[src/rtl/mc_pkg.sv]
// Shared definitions for the multi-cycle control sequencer: FSM states, RV32I opcodes,
// immediate/ALU/write-back select codes and the decoded control bundle.
package mc_pkg;

   typedef enum logic [2:0] {
      ST_FETCH  = 3'd0,
      ST_DECODE = 3'd1,
      ST_EXEC   = 3'd2,
      ST_MEM    = 3'd3,
      ST_WB     = 3'd4,
      ST_TRAP   = 3'd5
   } state_e;

   localparam logic [6:0] OP_LUI    = 7'b0110111;
   localparam logic [6:0] OP_AUIPC  = 7'b0010111;
   localparam logic [6:0] OP_JAL    = 7'b1101111;
   localparam logic [6:0] OP_JALR   = 7'b1100111;
   localparam logic [6:0] OP_BRANCH = 7'b1100011;
   localparam logic [6:0] OP_LOAD   = 7'b0000011;
   localparam logic [6:0] OP_STORE  = 7'b0100011;
   localparam logic [6:0] OP_IMM    = 7'b0010011;
   localparam logic [6:0] OP_REG    = 7'b0110011;

   // Immediate-format codes, identical to the immgen select encoding
   localparam logic [2:0] IMM_R = 3'b000;
   localparam logic [2:0] IMM_I = 3'b001;
   localparam logic [2:0] IMM_S = 3'b010;
   localparam logic [2:0] IMM_B = 3'b011;
   localparam logic [2:0] IMM_J = 3'b100;
   localparam logic [2:0] IMM_U = 3'b101;

   localparam logic [3:0] ALU_ADD   = 4'd0;
   localparam logic [3:0] ALU_SUB   = 4'd1;
   localparam logic [3:0] ALU_SLL   = 4'd2;
   localparam logic [3:0] ALU_SLT   = 4'd3;
   localparam logic [3:0] ALU_SLTU  = 4'd4;
   localparam logic [3:0] ALU_XOR   = 4'd5;
   localparam logic [3:0] ALU_SRL   = 4'd6;
   localparam logic [3:0] ALU_SRA   = 4'd7;
   localparam logic [3:0] ALU_OR    = 4'd8;
   localparam logic [3:0] ALU_AND   = 4'd9;
   localparam logic [3:0] ALU_COPYB = 4'd10;

   localparam logic [1:0] WB_ALU  = 2'b00;
   localparam logic [1:0] WB_LOAD = 2'b01;
   localparam logic [1:0] WB_PC4  = 2'b10;

   localparam logic [31:0] NOP_INST = 32'h0000_0013;

   typedef struct packed {
      logic       legal;
      logic [2:0] immsel;
      logic [3:0] alu_op;
      logic       opa_sel;
      logic       opb_sel;
      logic       br_un;
      logic [1:0] wb_sel;
      logic       is_load;
      logic       is_store;
      logic       is_branch;
      logic       is_jump;
      logic       is_jalr;
      logic       rd_nz;
   } ctrl_t;

   // R-type and I-type share the funct3 mapping; alt selects SUB/SRA
   function automatic logic [3:0] alu_from_funct(input logic [2:0] funct3, input logic alt);
      logic [3:0] op;
      case (funct3)
         3'b000:  op = alt ? ALU_SUB : ALU_ADD;
         3'b001:  op = ALU_SLL;
         3'b010:  op = ALU_SLT;
         3'b011:  op = ALU_SLTU;
         3'b100:  op = ALU_XOR;
         3'b101:  op = alt ? ALU_SRA : ALU_SRL;
         3'b110:  op = ALU_OR;
         default: op = ALU_AND;
      endcase
      return op;
   endfunction

   function automatic logic branch_taken(input logic [2:0] funct3, input logic eq, input logic lt);
      logic t;
      case (funct3)
         3'b000:          t = eq;
         3'b001:          t = !eq;
         3'b100, 3'b110:  t = lt;
         3'b101, 3'b111:  t = !lt;
         default:         t = 1'b0;
      endcase
      return t;
   endfunction

endpackage

[src/rtl/mc_decode.sv]
// Combinational decode of the latched instruction register into datapath control fields.
module mc_decode
   import mc_pkg::*;
(
   input  logic [31:0] inst,
   output ctrl_t       ctrl
);

   logic [6:0] opcode;
   logic [2:0] funct3;
   logic       unused_bits;

   assign opcode      = inst[6:0];
   assign funct3      = inst[14:12];
   assign unused_bits = ^{inst[31], inst[29:15]};

   always_comb begin
      ctrl           = '0;
      ctrl.immsel    = IMM_R;
      ctrl.alu_op    = ALU_ADD;
      ctrl.wb_sel    = WB_ALU;
      ctrl.rd_nz     = (inst[11:7] != 5'd0);
      case (opcode)
         OP_REG: begin
            ctrl.legal  = 1'b1;
            ctrl.alu_op = alu_from_funct(funct3, inst[30]);
         end
         OP_IMM: begin
            ctrl.legal   = 1'b1;
            ctrl.immsel  = IMM_I;
            ctrl.opb_sel = 1'b1;
            // bit 30 is part of the immediate except for the shift-right forms
            ctrl.alu_op  = alu_from_funct(funct3, (funct3 == 3'b101) && inst[30]);
         end
         OP_LUI: begin
            ctrl.legal   = 1'b1;
            ctrl.immsel  = IMM_U;
            ctrl.opb_sel = 1'b1;
            ctrl.alu_op  = ALU_COPYB;
         end
         OP_AUIPC: begin
            ctrl.legal   = 1'b1;
            ctrl.immsel  = IMM_U;
            ctrl.opa_sel = 1'b1;
            ctrl.opb_sel = 1'b1;
         end
         OP_JAL: begin
            ctrl.legal   = 1'b1;
            ctrl.immsel  = IMM_J;
            ctrl.opa_sel = 1'b1;
            ctrl.opb_sel = 1'b1;
            ctrl.wb_sel  = WB_PC4;
            ctrl.is_jump = 1'b1;
         end
         OP_JALR: begin
            ctrl.legal   = 1'b1;
            ctrl.immsel  = IMM_I;
            ctrl.opb_sel = 1'b1;
            ctrl.wb_sel  = WB_PC4;
            ctrl.is_jump = 1'b1;
            ctrl.is_jalr = 1'b1;
         end
         OP_BRANCH: begin
            ctrl.legal     = (funct3 != 3'b010) && (funct3 != 3'b011);
            ctrl.immsel    = IMM_B;
            ctrl.opa_sel   = 1'b1;
            ctrl.opb_sel   = 1'b1;
            ctrl.br_un     = funct3[1];
            ctrl.is_branch = 1'b1;
         end
         OP_LOAD: begin
            ctrl.legal   = 1'b1;
            ctrl.immsel  = IMM_I;
            ctrl.opb_sel = 1'b1;
            ctrl.wb_sel  = WB_LOAD;
            ctrl.is_load = 1'b1;
         end
         OP_STORE: begin
            ctrl.legal    = 1'b1;
            ctrl.immsel   = IMM_S;
            ctrl.opb_sel  = 1'b1;
            ctrl.is_store = 1'b1;
         end
         default: ctrl.legal = 1'b0;
      endcase
   end

endmodule

[src/rtl/mc_ctrl.sv]
// Multi-cycle RV32I control sequencer: owns the FETCH/DECODE/EXEC/MEM/WB/TRAP FSM,
// the program counter and the instruction register.
module mc_ctrl
   import mc_pkg::*;
#(
   parameter logic [31:0] RESET_PC = 32'h0000_0000
) (
   input  logic        i_clk,
   input  logic        i_rst,
   input  logic [31:0] i_imem_rdata,
   input  logic        i_imem_ack,
   input  logic        i_dmem_ack,
   input  logic        i_br_equal,
   input  logic        i_br_less,
   input  logic [31:0] i_alu_res,
   output logic        o_imem_req,
   output logic [31:0] o_pc,
   output logic [31:0] o_inst,
   output logic [2:0]  o_immsel,
   output logic [3:0]  o_alu_op,
   output logic        o_opa_sel,
   output logic        o_opb_sel,
   output logic        o_br_un,
   output logic        o_dmem_req,
   output logic        o_dmem_wren,
   output logic [1:0]  o_wb_sel,
   output logic        o_rd_wren,
   output logic        o_illegal
);

   state_e      state, state_next;
   logic [31:0] pc, pc_next, pc_plus4;
   logic [31:0] ir, ir_next;
   logic        illegal, illegal_next;
   logic        taken;
   logic        ctrl_window;
   ctrl_t       ctrl;

   mc_decode u_decode (
      .inst (ir),
      .ctrl (ctrl)
   );

   assign pc_plus4 = pc + 32'd4;
   assign taken    = branch_taken(ir[14:12], i_br_equal, i_br_less);

   always_comb begin
      state_next   = state;
      pc_next      = pc;
      ir_next      = ir;
      illegal_next = illegal;
      case (state)
         ST_FETCH: begin
            if (i_imem_ack) begin
               ir_next    = i_imem_rdata;
               state_next = ST_DECODE;
            end
         end
         ST_DECODE: begin
            if (ctrl.legal) begin
               state_next = ST_EXEC;
            end else begin
               state_next   = ST_TRAP;
               illegal_next = 1'b1;
            end
         end
         ST_EXEC: begin
            if (ctrl.is_branch) begin
               pc_next    = taken ? i_alu_res : pc_plus4;
               state_next = ST_FETCH;
            end else if (ctrl.is_load || ctrl.is_store) begin
               state_next = ST_MEM;
            end else begin
               state_next = ST_WB;
            end
         end
         ST_MEM: begin
            if (i_dmem_ack) begin
               if (ctrl.is_store) begin
                  pc_next    = pc_plus4;
                  state_next = ST_FETCH;
               end else begin
                  state_next = ST_WB;
               end
            end
         end
         ST_WB: begin
            // JALR targets are forced to halfword alignment by clearing bit 0
            if (ctrl.is_jump) begin
               pc_next = ctrl.is_jalr ? {i_alu_res[31:1], 1'b0} : i_alu_res;
            end else begin
               pc_next = pc_plus4;
            end
            state_next = ST_FETCH;
         end
         ST_TRAP: begin
            illegal_next = 1'b1;
         end
         default: begin
            state_next   = ST_TRAP;
            illegal_next = 1'b1;
         end
      endcase
   end

   always_ff @(posedge i_clk) begin
      if (i_rst) begin
         state   <= ST_FETCH;
         pc      <= RESET_PC;
         ir      <= NOP_INST;
         illegal <= 1'b0;
      end else begin
         state   <= state_next;
         pc      <= pc_next;
         ir      <= ir_next;
         illegal <= illegal_next;
      end
   end

   assign ctrl_window = (state == ST_EXEC) || (state == ST_MEM) || (state == ST_WB);

   always_comb begin
      o_pc        = pc;
      o_inst      = ir;
      o_illegal   = illegal;
      o_immsel    = IMM_R;
      o_alu_op    = ALU_ADD;
      o_opa_sel   = 1'b0;
      o_opb_sel   = 1'b0;
      o_br_un     = 1'b0;
      o_wb_sel    = WB_ALU;
      if (ctrl_window) begin
         o_immsel  = ctrl.immsel;
         o_alu_op  = ctrl.alu_op;
         o_opa_sel = ctrl.opa_sel;
         o_opb_sel = ctrl.opb_sel;
         o_br_un   = ctrl.br_un;
         o_wb_sel  = ctrl.wb_sel;
      end
      // requests and strobes are forced low for the whole reset cycle
      o_imem_req  = !i_rst && (state == ST_FETCH);
      o_dmem_req  = !i_rst && (state == ST_MEM);
      o_dmem_wren = !i_rst && (state == ST_MEM) && ctrl.is_store;
      o_rd_wren   = !i_rst && (state == ST_WB) && ctrl.rd_nz;
   end

endmodule

[config.mk]
export PLATFORM = sky130hd
export DESIGN_NAME = mc_ctrl
export DESIGN_NICKNAME = d
export VERILOG_FILES = /design/src/rtl/mc_pkg.sv /design/src/rtl/mc_decode.sv /design/src/rtl/mc_ctrl.sv
export SDC_FILE = /design/constraint.sdc
export NUM_CORES = 1
export LEC_CHECK = 0
export CORE_AREA = 10 10 118 120
export DETAILED_ROUTE_END_ITERATION = 8
export DIE_AREA = 0 0 128 130
export PLACE_DENSITY = 0.63
export SLEW_MARGIN = 20
export SYNTH_ARGS = -nofsm -noshare
export SYNTH_HDL_FRONTEND = slang
export SYNTH_SLANG_ARGS = --single-unit
[constraint.sdc]
create_clock -name i_clk -period 2.8 [get_ports i_clk]
set_clock_uncertainty 0.2 [all_clocks]
set_input_delay 0.56 -clock i_clk [delete_from_list [all_inputs] [get_ports i_clk]]
set_output_delay 0.56 -clock i_clk [all_outputs]
set_load 0.02 [all_outputs]
==> results of run 1 <==
## per-layer routing
layer / vias to the layer above / track usage [%] / part of all wire [%]
met3: 17 / 10.7 / 14
li1: 2243 / - / -
met4: 0 / 6.49 / 1.7
met1: 2092 / 20.4 / 41
met2: 207 / 27.2 / 43
met5: - / 0 / 0
## path summary, 6_finish.rpt
kind / end / start / cells past startpoint
worst min-delay path: o_inst[17]$_SDFFE_PP0P_ / o_inst[17]$_SDFFE_PP0P_ / 2
worst min register to register: o_inst[17]$_SDFFE_PP0P_ / o_inst[17]$_SDFFE_PP0P_ / 2
worst max-delay path: o_alu_op[3] / o_inst[3]$_SDFFE_PP0P_ / 5
worst max register to register: o_pc[30]$_SDFFE_PP0P_ / o_pc[2]$_SDFFE_PP0P_ / 7
## worst min-delay path, stage by stage, from the launching register on
cell	delay (ns)
dfxtp_1	0.30
nand2_1	0.05
a21oi_1	0.05
## layout make-up
type                            count  area (sq um)  area share (%)
Clock buffer                       10           229            3.69
Clock inverter                      6          88.8            1.43
Inverter                           24          90.1            1.45
Multi-Input combinational cell    398          2380            38.4
Sequential cell                    68          1360            21.9
Tap cell                          147           184            2.96
Timing Repair Buffer              194          1870            30.1
## synthesized netlist by cell type (9+ instances only)
library cell,count,area share (%)
clkbuf_1,24,2.3
nand2_1,95,8.9
a21oi_1,66,8.3
nor4_1,9,1.4
o32ai_1,18,3.9
mux2i_1,10,2.5
buf_2,10,1.3
inv_1,24,2.3
nand4_1,10,1.6
nor3_1,14,1.8
o21ai_0,16,2.0
nand3_1,21,2.6
nor2_1,36,3.4
dfxtp_1,68,34
## registers in the layout, summed over array words and instances, names as in the netlist
signal     flops
o_illegal      1
o_inst        32
o_pc          32
state          3
## power by group
group,switching [mW],leakage (nW),internal (mW)
clock network,0.461,0.149,0.780
logic,1.66,1.51,1.37
registers,0.196,0.554,1.17
## kinds of logic (layout without fill, tap and decap cells)
kind of cell,after synthesis,after routing,share of synthesized area (%)
adder cells (fa/ha/maj),1,1,0.313
AO/OA/AOI/OAI,148,148,25.9
buffers and inverters,64,234,7.17
flip-flops,68,68,34.0
multiplexers,10,10,2.50
XOR/XNOR,1,1,0.219
AND/OR/NAND/NOR,238,238,29.9
## timing repair
| action | in CTS | in global routing |
|---|---|---|
| hold buffers | 0 | 0 |
| gates cloned | 0 | 0 |
| gates resized for setup | 25 | 21 |
| pin swaps | 0 | 1 |
| setup endpoints to repair | 14 | 14 |
==> impl_summary.log, run 1 <==
[metrics] diode count: 0
[metrics] headroom to the max-slew limit: 51.3%
[metrics] final instance count without filler cells: 847
[metrics] clock transition at the registers of the reported paths: 0.06 ns
[metrics] arrival time of data at the critical path endpoint: 2.00 ns
[metrics] Vias: 4559
[metrics] Layout fillers: 1162
[metrics] path type of the worst min-delay path: register to register
[metrics] count of warnings emitted by yosys: 0
[metrics] Final GP Congestion: 0.871
[metrics] post-DR wirelength/cell: 18.1 um
[metrics] net count reported at finish: 766
[metrics] Placement Rows: 40
[metrics] endpoints failing setup: 0
[metrics] vertical extent of the die: 130 um
[metrics] ys flop type: dfxtp_1
[metrics] number of global-route vias before repair: 4504
[metrics] reg2reg setup slack: 0.24 ns
[metrics] HPWL after DPL: 11500 um
[metrics] final worst-path cycle share: 98.7%
[metrics] CTS max path bufs: 2
[metrics] share of cells above drive strength 1: 13.9%
[metrics] final cell utilization of the core: 53.0%
[metrics] CTS tree: yes
[metrics] count of clock tree sinks: 68
[metrics] number of clock buffers inserted by TritonCTS: 9
[metrics] 1st-pass router iterations: 5
[metrics] number of distinct library cell variants in the gate-level netlist after synthesis: 68
[metrics] Setup crit start kind: register
[metrics] Setup Crit Path Kind: register to output port
[metrics] pins over their slew limit: 0
[metrics] starting density of the core: 34.1%
[metrics] Crit-path slowest cell: or3b_2
[metrics] worst voltage drop across the vdd grid: 0.422 mV
[metrics] setup TNS after final layout: 0 ns
[metrics] number of instances in the synthesized netlist: 530
[metrics] wire length of the first global-routing pass: 24100 um
[metrics] worst-case setup margin in the final layout: 0.0366 ns
[metrics] part of the Yosys area used for sequential elements: 34.0%
[metrics] Clock Root Buffer: clkbuf_16
[metrics] drt first-iter violations: 350
[metrics] number of placed I/O pins: 151
[metrics] die area: 16600 sq um
[metrics] CP bufs+invs: 1
[metrics] Max Cap Violations: 0
[metrics] crit end category: output port
[metrics] largest net degree at the start of global routing: 65
[metrics] Place WS: -0.142 ns
[metrics] clk_lat worst skew: 0.34 ns
[metrics] CP Data Required Time: 2.04 ns
[metrics] highest clock rate: 362 MHz
[metrics] Lkg Pwr: 2.22 nW
[metrics] transition at the pin with the smallest max-transition slack: 0.731 ns
[metrics] most used cells in the layout excluding fill and tap cells: clkdlybuf4s50_1, nand2_1, dfxtp_1, a21oi_1, buf_4
[metrics] post-synth net total: 601
[metrics] asr flop ratio synth: 0%
[metrics] total core area: 11700 sq um
[metrics] gate family responsible for the most delay along the worst path: simple AND/OR/NAND/NOR gates
[metrics] syn_area_per_cell: 7.54 sq um
[metrics] Netlist Area Pre-Place: 4000 sq um
[metrics] post-route ant nets: 0
[metrics] total wirelength of the detailed-routed design: 15300 um
[metrics] antenna violations before repair: 0
[metrics] Power Dens Cells: 908 nW/um^2
[metrics] total power: 5.63 mW
[metrics] Overflow after GRT: 0
[metrics] status: finished, final reports clean
[metrics] Die Wd: 128 um
[metrics] area added between synthesis and finish: 55.1%
[metrics] worst slack on hold paths: 0.254 ns
[metrics] number of placed cells counting well taps: 831
[metrics] Critical Path Fanout Max: 7
[metrics] per-cell via count in the routed design: 5.38
[metrics] count of port buffers added during placement: 150
[metrics] series of cell instances along the critical path: or3b_2, nor2_2, nand3b_1, o21ai_1, clkdlybuf4s15_2
[metrics] DR DRC count: 0
[metrics] post-place instance area: 5880 sq um
[metrics] cell area after layout: 6200 sq um
[metrics] Post-synth EDFFs: 0
[metrics] Global Route Usage Sum: 17.9%
[metrics] setup repair bufs after CTS: 0
[metrics] most common cell after layout, fill and taps aside: clkdlybuf4s50_1
[metrics] H-tree lvl count: 3
[metrics] shortest period the worst path allows: 2.76 ns
[metrics] number of hold-slack violations in the final timing report: 0
[metrics] register bit total from synthesis: 68
[metrics] longest individual stage delay on the worst path: 0.53 ns
No activity file was read; power rests on OpenSTA's default activity.
==> run 2, diff against run 1 <==
CORE_AREA = 2 2 110 112   (was 10 10 118 120)
DIE_AREA = 0 0 112 114   (was 0 0 128 130)
clock period = 3.4 ns   (was 2.8 ns; I/O delays follow)
==> impl_summary.log, run 2 (same netlist as run 1, synthesis figures left out) <==
[metrics] shortest period the worst path allows: 3.34 ns
[metrics] diode count: 0 (unchanged)
[metrics] RSZ-0062 raised after global routing: false
[metrics] Max Cap Violations: 0 (unchanged)
[metrics] CTS tree: yes
[metrics] setup TNS after final layout: 0 ns (unchanged)
[metrics] CTS max path bufs: 2 (unchanged)
[metrics] post-place instance area: 5650 sq um (-3.9%)
[metrics] number of hold buffers added after cts: 0 (unchanged)
[metrics] clk_lat worst skew: 0.34 ns (about the same)
[metrics] CP Data Required Time: 2.52 ns (+0.48 ns)
[metrics] path type of the worst min-delay path: register to register
[metrics] longest individual stage delay on the worst path: 0.60 ns (+0.07 ns)
[metrics] count of port buffers added during placement: 150 (unchanged)
[metrics] post-DR wirelength/cell: 17.0 um (-6.4%)
[metrics] vertical extent of the die: 114 um (-12%)
[metrics] number of cells on the worst reg-to-reg path: 8 (+1)
[metrics] series of cell instances along the critical path: or4bb_1, nor3_1, and3_1, clkdlybuf4s50_1
[metrics] Setup crit start kind: register
[metrics] Power Dens Cells: 720 nW/um^2 (-21%)
[metrics] pins over their slew limit: 0 (unchanged)
[metrics] Crit Reg-Reg Startpoint: o_inst[13]$_SDFFE_PP0P_
[metrics] clock transition at the registers of the reported paths: 0.05 ns (about the same)
[metrics] starting density of the core: 34.1% (unchanged)
[metrics] largest net degree at the start of global routing: 39 (-40%)
[metrics] number of cells on the worst hold path: 2 (unchanged)
[metrics] number of hold-slack violations in the final timing report: 0 (unchanged)
[metrics] CP Launch Point: o_inst[3]$_SDFFE_PP0P_
[metrics] arrival time of data at the critical path endpoint: 2.46 ns (+0.46 ns)
[metrics] hold path startpoint: o_inst[17]$_SDFFE_PP0P_
[metrics] final cell utilization of the core: 50.8% (-2.1 points)
[metrics] headroom to the max-slew limit: 61.3% (+10 points)
[metrics] Overflow after GRT: 0 (unchanged)
[metrics] HPWL after DPL: 10000 um (-13%)
[metrics] total wirelength of the detailed-routed design: 13900 um (-9.2%)
[metrics] reg2reg setup slack: 0.77 ns (+0.53 ns)
[metrics] Critical Path Fanout Max: 9 (+2)
[metrics] Lkg Pwr: 2.06 nW (-7.0%)
[metrics] number of clock buffers inserted by TritonCTS: 9 (unchanged)
[metrics] number of global-route vias before repair: 4378 (-2.8%)
[metrics] worst voltage drop across the vdd grid: 0.282 mV (-33%)
[metrics] Setup Crit Path Kind: register to output port
[metrics] Reg-to-Reg End: o_pc[3]$_SDFFE_PP0P_
[metrics] Crit-path slowest cell: clkdlybuf4s50_1
[metrics] Die Wd: 112 um (-13%)
[metrics] met1 routed wirelength after detailed routing: 5920 um (-4.8%)
[metrics] 1st-pass router iterations: 5 (unchanged)
[metrics] final worst-path cycle share: 98.3%
[metrics] endpoints failing setup: 0 (unchanged)
[metrics] Endpoint, Worst Hold: o_inst[17]$_SDFFE_PP0P_
[metrics] worst-case setup margin in the final layout: 0.0562 ns (+0.0196 ns)
[metrics] drt first-iter violations: 275 (-21%)
[metrics] number of placed I/O pins: 151 (unchanged)
[metrics] setup repair bufs after CTS: 0 (unchanged)
[metrics] cell area after layout: 5950 sq um (-4.1%)
[metrics] per-cell via count in the routed design: 5.45 (+1.2%)
[metrics] DR DRC count: 0 (unchanged)
[metrics] die area: 12800 sq um (-23%)
[metrics] transition at the pin with the smallest max-transition slack: 0.575 ns (-0.156 ns)
[metrics] routed wl met2: 6110 um (-8.1%)
[metrics] Placement Rows: 40 (unchanged)
[metrics] Vias: 4477 (-1.8%)
[metrics] Final GP Congestion: 0.843 (-3.2%)
[metrics] highest clock rate: 299 MHz
[metrics] routed length on met3: 1660 um (-25%)
[metrics] wire length of the first global-routing pass: 22400 um (-7.1%)
[metrics] Global Route Usage Sum: 21.9% (+3.9 points)
[metrics] most common cell after layout, fill and taps aside: clkdlybuf4s50_1
[metrics] net count reported at finish: 742 (-3.1%)
[metrics] crit end category: output port
[metrics] area added between synthesis and finish: 48.8%
[metrics] Place WS: 0.149 ns (+0.291 ns)
[metrics] top metal layer carrying routed signals: met4
[metrics] most used cells in the layout excluding fill and tap cells: clkdlybuf4s50_1, nand2_1, a21oi_1, dfxtp_1, nor2_1
[metrics] status: finished, final reports clean
[metrics] H-tree lvl count: 3 (unchanged)
[metrics] post-route ant nets: 0 (unchanged)
[metrics] Clock Root Buffer: clkbuf_16
[metrics] count of clock tree sinks: 68 (unchanged)
[metrics] antenna violations before repair: 0 (unchanged)
[metrics] total core area: 11700 sq um (unchanged)
[metrics] share of cells above drive strength 1: 9.04% (-4.8 points)
[run 2: cell count changes in the layout (fill, tap and decap cells not counted), moves of 4 or more]
cell | previous run | this run
buf_4 | 39 | 19
clkdlybuf4s50_1 | 135 | 147
dlygate4sd2_1 | 5 | 0
buf_12 | 5 | 1
[run 2: area by class of cell]
cell class,instances,area [sq um]
Clock buffer,11,233
Clock inverter,4,51.3
Multi-Input combinational cell,398,2360
Timing Repair Buffer,170,1660
Inverter,24,90.1
Sequential cell,68,1370
Tap cell,147,184
Fill cell,1155,5760
[run 2: where the power goes]
| group | total (mW) | leakage [nW] | switching [mW] | internal (mW) |
|---|---|---|---|---|
| Clock | 0.915 | 0.136 | 0.351 | 0.564 |
| Combinational | 2.22 | 1.37 | 1.27 | 0.948 |
| Sequential | 1.15 | 0.555 | 0.188 | 0.964 |
[run 2: worst max-delay path: cells and delay by family, from the launching register on]
family	cells	cell delay (ns)
and+or+nand+nor	3	1.11
buffers and inverters	1	0.60
DFF	1	0.41
[run 2: worst max path at each step]
stage	end	slack [ns]	depth (start not counted)
finish	o_br_un	0.06	4
global placement	o_pc[3]$_SDFFE_PP0P_	0.22	8
global route	o_br_un	0.01	4
floorplan	o_br_un	0.50	4
CTS	o_alu_op[3]	0.02	5
detailed placement	o_pc[3]$_SDFFE_PP0P_	0.15	8
[run 2: timing repair]
item | CTS | global route
cloned | 0 | 0
setup endpoints to repair | 4 | 7
resized for setup | 1 | 7
hold endpoints to repair | 0 | 0
pin swaps | 0 | 0
[run 2: metrics by stage]
stage	std cells	hold slack [ns]	total power [mW]
floorplan	530	0.333	2.58
global placement	807	0.242	3.31
detailed placement	807	0.250	3.36
CTS	822	0.256	4.29
global route	822	0.281	4.57
finish	822	0.253	4.28
[run 2: per-layer routing]
| layer | vias to the layer above | track usage, % |
|---|---|---|
| li1 | 2211 | - |
| met2 | 210 | 33.5 |
| met3 | 16 | 9.88 |
| met1 | 2040 | 27.3 |
| met4 | 0 | 7.89 |
| met5 | - | 0 |
